[src/rtl/sevenseg_pkg.sv]
// Shared types and the hex-to-segment decode table for the multi-digit display driver.
package sevenseg_pkg;

    typedef logic [6:0] seg_t;

    localparam seg_t SEG_OFF = 7'h7F;

    // Active-low segments; bit 0 = a ... bit 6 = g.
    function automatic seg_t hex_to_seg(logic [3:0] nib);
        seg_t s;
        case (nib)
            4'h0: s = 7'b1000000;
            4'h1: s = 7'b1111001;
            4'h2: s = 7'b0100100;
            4'h3: s = 7'b0110000;
            4'h4: s = 7'b0011001;
            4'h5: s = 7'b0010010;
            4'h6: s = 7'b0000010;
            4'h7: s = 7'b1111000;
            4'h8: s = 7'b0000000;
            4'h9: s = 7'b0011000;
            4'hA: s = 7'b0001000;
            4'hB: s = 7'b0000011;
            4'hC: s = 7'b1000110;
            4'hD: s = 7'b0100001;
            4'hE: s = 7'b0000110;
            default: s = 7'b0001110;
        endcase
        return s;
    endfunction

endpackage

[src/rtl/sevenseg_lz_mask.sv]
// Leading-zero blanking mask: a digit is blanked when it and every digit above it
// is a zero with no decimal point. Digit 0 is never blanked.
module sevenseg_lz_mask #(
    parameter int NUM_DIGITS = 4
) (
    input  logic [4*NUM_DIGITS-1:0] nibbles,
    input  logic [NUM_DIGITS-1:0]   dp,
    input  logic                    blank_lz,
    output logic [NUM_DIGITS-1:0]   mask
);

    logic chain;

    // Walk from the most significant digit down; the first non-blank digit breaks the chain.
    always_comb begin
        mask  = '0;
        chain = blank_lz;
        for (int i = NUM_DIGITS - 1; i >= 1; i--) begin
            chain   = chain && (nibbles[4*i +: 4] == 4'h0) && !dp[i];
            mask[i] = chain;
        end
    end

endmodule

[src/rtl/sevenseg_scan.sv]
// Multi-digit hex display driver: shadowed value, registered static per-digit bus,
// and a time-multiplexed seg/anode pair with a blank interval at the start of each slot.
module sevenseg_scan
    import sevenseg_pkg::*;
#(
    parameter int NUM_DIGITS = 4,
    parameter int SCAN_DIV   = 50000,
    parameter int BLANK_CYC  = 16,
    parameter int DIV_W      = 16
) (
    input  logic                        clk,
    input  logic                        rst_n,
    input  logic                        enable,
    input  logic                        load,
    input  logic [4*NUM_DIGITS-1:0]     value,
    input  logic [NUM_DIGITS-1:0]       dp_in,
    input  logic                        blank_lz,
    output logic [7*NUM_DIGITS-1:0]     seg_all,
    output logic [NUM_DIGITS-1:0]       dp_all,
    output logic [6:0]                  seg,
    output logic                        dp,
    output logic [NUM_DIGITS-1:0]       an,
    output logic [((NUM_DIGITS > 1) ? $clog2(NUM_DIGITS) : 1)-1:0] digit_idx
);

    localparam int IDX_W = (NUM_DIGITS > 1) ? $clog2(NUM_DIGITS) : 1;

    logic [4*NUM_DIGITS-1:0] val_q, val_d;
    logic [NUM_DIGITS-1:0]   dpv_q, dpv_d;
    logic                    valid_q, valid_d;
    logic [DIV_W-1:0]        psc_q, psc_d;
    logic [IDX_W-1:0]        idx_q, idx_d;
    logic [7*NUM_DIGITS-1:0] seg_all_q, seg_all_d;
    logic [NUM_DIGITS-1:0]   dp_all_q, dp_all_d;
    seg_t                    seg_q, seg_d;
    logic                    dp_q, dp_d;
    logic [NUM_DIGITS-1:0]   an_q, an_d;

    logic [NUM_DIGITS-1:0]   lz_mask;
    seg_t [NUM_DIGITS-1:0]   dig_seg;
    logic [NUM_DIGITS-1:0]   dig_dp;

    sevenseg_lz_mask #(.NUM_DIGITS(NUM_DIGITS)) u_lz_mask (
        .nibbles  (val_q),
        .dp       (dpv_q),
        .blank_lz (blank_lz),
        .mask     (lz_mask)
    );

    // Per-digit display codes, shared by the static and scanned outputs.
    for (genvar i = 0; i < NUM_DIGITS; i++) begin : g_dig
        assign dig_seg[i] = (valid_q && !lz_mask[i]) ? hex_to_seg(val_q[4*i +: 4]) : SEG_OFF;
        assign dig_dp[i]  = ~(valid_q & dpv_q[i]);
    end

    // Load is accepted regardless of enable so the shadow is always current.
    always_comb begin
        val_d   = val_q;
        dpv_d   = dpv_q;
        valid_d = valid_q;
        if (load) begin
            val_d   = value;
            dpv_d   = dp_in;
            valid_d = 1'b1;
        end
    end

    always_comb begin
        psc_d     = '0;
        idx_d     = '0;
        seg_all_d = '1;
        dp_all_d  = '1;
        seg_d     = SEG_OFF;
        dp_d      = 1'b1;
        an_d      = '1;
        if (enable) begin
            seg_all_d = dig_seg;
            dp_all_d  = dig_dp;
            seg_d     = dig_seg[idx_q];
            dp_d      = dig_dp[idx_q];
            if (psc_q >= DIV_W'(BLANK_CYC))
                an_d[idx_q] = 1'b0;
            if (psc_q == DIV_W'(SCAN_DIV - 1)) begin
                psc_d = '0;
                idx_d = (idx_q == IDX_W'(NUM_DIGITS - 1)) ? '0 : idx_q + 1'b1;
            end else begin
                psc_d = psc_q + 1'b1;
                idx_d = idx_q;
            end
        end
    end

    always_ff @(posedge clk or negedge rst_n) begin
        if (!rst_n) begin
            val_q     <= '0;
            dpv_q     <= '0;
            valid_q   <= 1'b0;
            psc_q     <= '0;
            idx_q     <= '0;
            seg_all_q <= '1;
            dp_all_q  <= '1;
            seg_q     <= SEG_OFF;
            dp_q      <= 1'b1;
            an_q      <= '1;
        end else begin
            val_q     <= val_d;
            dpv_q     <= dpv_d;
            valid_q   <= valid_d;
            psc_q     <= psc_d;
            idx_q     <= idx_d;
            seg_all_q <= seg_all_d;
            dp_all_q  <= dp_all_d;
            seg_q     <= seg_d;
            dp_q      <= dp_d;
            an_q      <= an_d;
        end
    end

    assign seg_all   = seg_all_q;
    assign dp_all    = dp_all_q;
    assign seg       = seg_q;
    assign dp        = dp_q;
    assign an        = an_q;
    assign digit_idx = idx_q;

endmodule

[config.mk]
export PLATFORM = sky130hd
export DESIGN_NAME = sevenseg_scan
export DESIGN_NICKNAME = d
export VERILOG_FILES = /design/src/rtl/sevenseg_pkg.sv /design/src/rtl/sevenseg_lz_mask.sv /design/src/rtl/sevenseg_scan.sv
export SDC_FILE = /design/constraint.sdc
export NUM_CORES = 1
export LEC_CHECK = 0
export ABC_AREA = 0
export CAP_MARGIN = 20
export CORE_ASPECT_RATIO = 0.9
export CORE_MARGIN = 1
export CORE_UTILIZATION = 58
export DETAILED_ROUTE_END_ITERATION = 16
export PLACE_DENSITY = 0.86
export SYNTH_ARGS = -nofsm -noshare
export SYNTH_HDL_FRONTEND = slang
export SYNTH_SLANG_ARGS = --single-unit
[constraint.sdc]
create_clock -name clk -period 5.6 [get_ports clk]
set_input_delay 0.84 -clock clk [delete_from_list [all_inputs] [get_ports clk]]
set_output_delay 0.84 -clock clk [all_outputs]
set_load 0.03 [all_outputs]
==> results.toml <==
[synth]
avgSynthCellArea_um2 = 10.01
yosysMostFrequentCell = "nand2_1"
ys_warn_count = 0
synth.net_count = 481
synthFlopType = "dfstp_2"
netlist_instances = 433
synth_top_area_cell = "dfstp_2"
yosysSeqAreaShare_pct = 49.21
ys_ff_latch = 83
synth_area_mm2 = 0.004333
synthDistinctLibCells = 56
yosysTopAreaCellShare_pct = 26.68
synthTopCellsByCount = "nand2_1 (65), dfstp_2 (44), dfrtp_1 (39)"
ys_top_cells_by_area = "dfstp_2 (27%), dfrtp_1 (23%), ha_1 (6.6%)"
synth_edf_count = 0
synth-async-reset-ratio_pct = 100.0

[detailed_routing]
wl_met2_um = 4643
dr.pass1.iters = 5
wl_met1_um = 4324
via_per_inst = 5.789
wirelength_um = 9620
wl_met3_um = 432
top_layer = "met4"
num_vias = 3404
post_drt_wl_per_cell_um = 16.36
route.detailed.drc = 0
drtIter0Drc = 205
ant_nets = 0

[worst_setup_path]
setup.worst_path.start = "enable"
critPathCaptureType = "flop"
crit_type = "in -> reg"
worstSetupStartpointType = "input port"
cp_max_fo = 21
reg2reg_depth = 7
crit_arrival_ns = 3.24
cp.required_ns = 5.90
crit-reg2reg-launch = "val_q[8]"

[worst_hold_path]
hp-start = "dpv_q[0]"
hp-class = "reg -> reg"
holdPathStages = 1

[clock_tree]
numCtsBuffers = 9
hold_buffers = 0
clock-sinks = 83
ctsHtreeMaxLevel = 3
insertion_delay_ns = 0.36
root_buffer = "clkbuf_8"
post_cts_buffers = 0
cts_buffer_depth = 2
clkTransAtPathRegs_ns = 0.09
cts_tree = "done"
cts_resized = 0

[die]
die_w_um = 93.11
start_util_pct = 60.62
die_area_mm2 = 0.007820
placementRows = 29
io_pins = 71
core-area_mm2 = 0.007148
die_h_um = 84.00

[finish]
syn2layout_area_growth_pct = 22.29
finalNetCount = 538
drive_gt1_share_pct = 18.79
antennaDiodeCount = 0
stdcell_area_mm2 = 0.005299

[global_route]
grt_overflow = 0
grt_pass1_vias = 3239
grt_pass1_wl_um = 15730
grt_antenna_before_repair = 0
grt_max_degree = 84
grt_use_total_pct = 26.44

[sta]
worst_slew_pin_slew_ns = 0.9792
maxSlewViolCount = 0
finalClockSkew_ns = 0.01115
rsz0062_at_grt = "false"
slew_headroom_pct = 34.72
setup_violations = 0
max_freq_mhz = 340.0
min_period_over_period_pct = 52.53
timing.final.hold_violations = 0
setup_tns_ns = 0
min_period_ns = 2.941

[job]
maxCapViolations = 0

[power]
ir_drop_uv = 202.9
power.share.switching_pct = 29.78
p_switching_uw = 470.3
p_int_mw = 1.109
p_leak_nw = 2.229
p_seq_share_pct = 46.0
pwr-share-clk_pct = 31.1
power.density_mw_per_mm2 = 298.0
comb_power_share_pct = 22.9

[placement]
hpwl_um = 6881
io_buffers = 70
gp_congestion = 0.9123
placedInstanceArea_mm2 = 0.005047

[status]
status = "finished clean"
power by group through the flow:
stage	Sequential [mW]	Combinational (mW)	Clock [mW]
4_1_cts	0.727	0.358	0.498
5_1_grt	0.734	0.387	0.523
3_5_place_dp	0.737	0.355	0
3_3_place_gp	0.735	0.349	0
6_report	0.727	0.361	0.491
2_1_floorplan	0.789	0.162	0
cells by family after synthesis:
family,synth area share (%)
XOR/XNOR,2.830
AND/OR/NAND/NOR,18.08
flip-flops,49.21
AO/OA/AOI/OAI,12.50
adder cells (fa/ha/maj),6.642
buffers and inverters,3.869
multiplexers,6.873
sequential cells by signal, summed over array words and instances, names as in the netlist:
name	flops
seg_all	28
psc_q	16
val_q	16
seg	7
an	4
dp_all	4
dpv_q	4
digit_idx	2
dp	1
valid_q	1
final timing paths:
| check | slack, ns | to |
|---|---|---|
| min in group asynchronous | 0.64 | psc_q[12] |
| max in group asynchronous | 4.33 | val_q[6] |
| hold / removal | 0.43 | dp_all[0] |
| setup reg to reg | 3.28 | seg[3] |
| setup / recovery | 2.66 | seg[3] |
| hold reg to reg | 0.43 | dp_all[0] |
routing by layer:
metal  track usage (%)  up-vias
met4             11.05        0
met1             35.78     1664
met2             41.84      114
met3             4.827       25
li1                  -     1601
met5                 0        -
critical path, stage by stage:
cell and delay, ns:
clkdlybuf4s50_1 0.90, nand2_1 0.20, a31oi_1 0.55, o211ai_1 0.24, o2bb2ai_1 0.19, a221o_1 0.31
placed cells by master, fill, tap and decap left out, types with 3 or more instances in the layout:
| master | synthesis | layout |
|---|---|---|
| dfstp_2 | 44 | 44 |
| mux2i_1 | 5 | 5 |
| and2_1 | 4 | 4 |
| o21a_1 | 3 | 3 |
| clkdlybuf4s50_1 | 0 | 69 |
| nand4_1 | 4 | 4 |
| o211ai_1 | 11 | 11 |
| dfrtp_1 | 39 | 39 |
| nand3_1 | 18 | 18 |
| nor2_1 | 36 | 36 |
| o21ai_0 | 20 | 20 |
| ha_1 | 23 | 23 |
| clkbuf_8 | 0 | 11 |
| xnor2_1 | 9 | 9 |
| nand2_1 | 65 | 65 |
| a21oi_1 | 19 | 19 |
| mux2_2 | 20 | 20 |
| a211oi_1 | 3 | 3 |
| a22oi_1 | 4 | 4 |
| nor2b_1 | 9 | 9 |
| xor2_1 | 5 | 5 |
| nor3_1 | 6 | 6 |
| inv_1 | 18 | 18 |
| a31oi_1 | 4 | 4 |
cell type report:
class	instances	area [um2]
timing repair buffer	71	713.2
tap	93	116.4
fill	510	1849
clock inverter	5	85.08
clock buffer	11	151.4
inverter	18	67.56
multi-input combinational	307	2033
sequential	83	2132
stage by stage:
step | util (%) | worst slack [ns] | hold WS [ns] | power (mW) | std cells
finish | 74.13 | 2.659 | 0.4317 | 1.579 | 588
global route | 74.13 | 2.515 | 0.4787 | 1.645 | 588
CTS | 73.92 | 2.742 | 0.4407 | 1.583 | 587
detailed placement | 70.61 | 2.361 | 0.4295 | 1.092 | 571
global placement | 70.61 | 2.497 | 0.4236 | 1.084 | 571
floorplan | - | 3.559 | 0.3851 | 0.9514 | 433
Note: power is estimated with default switching activity, not from simulation.
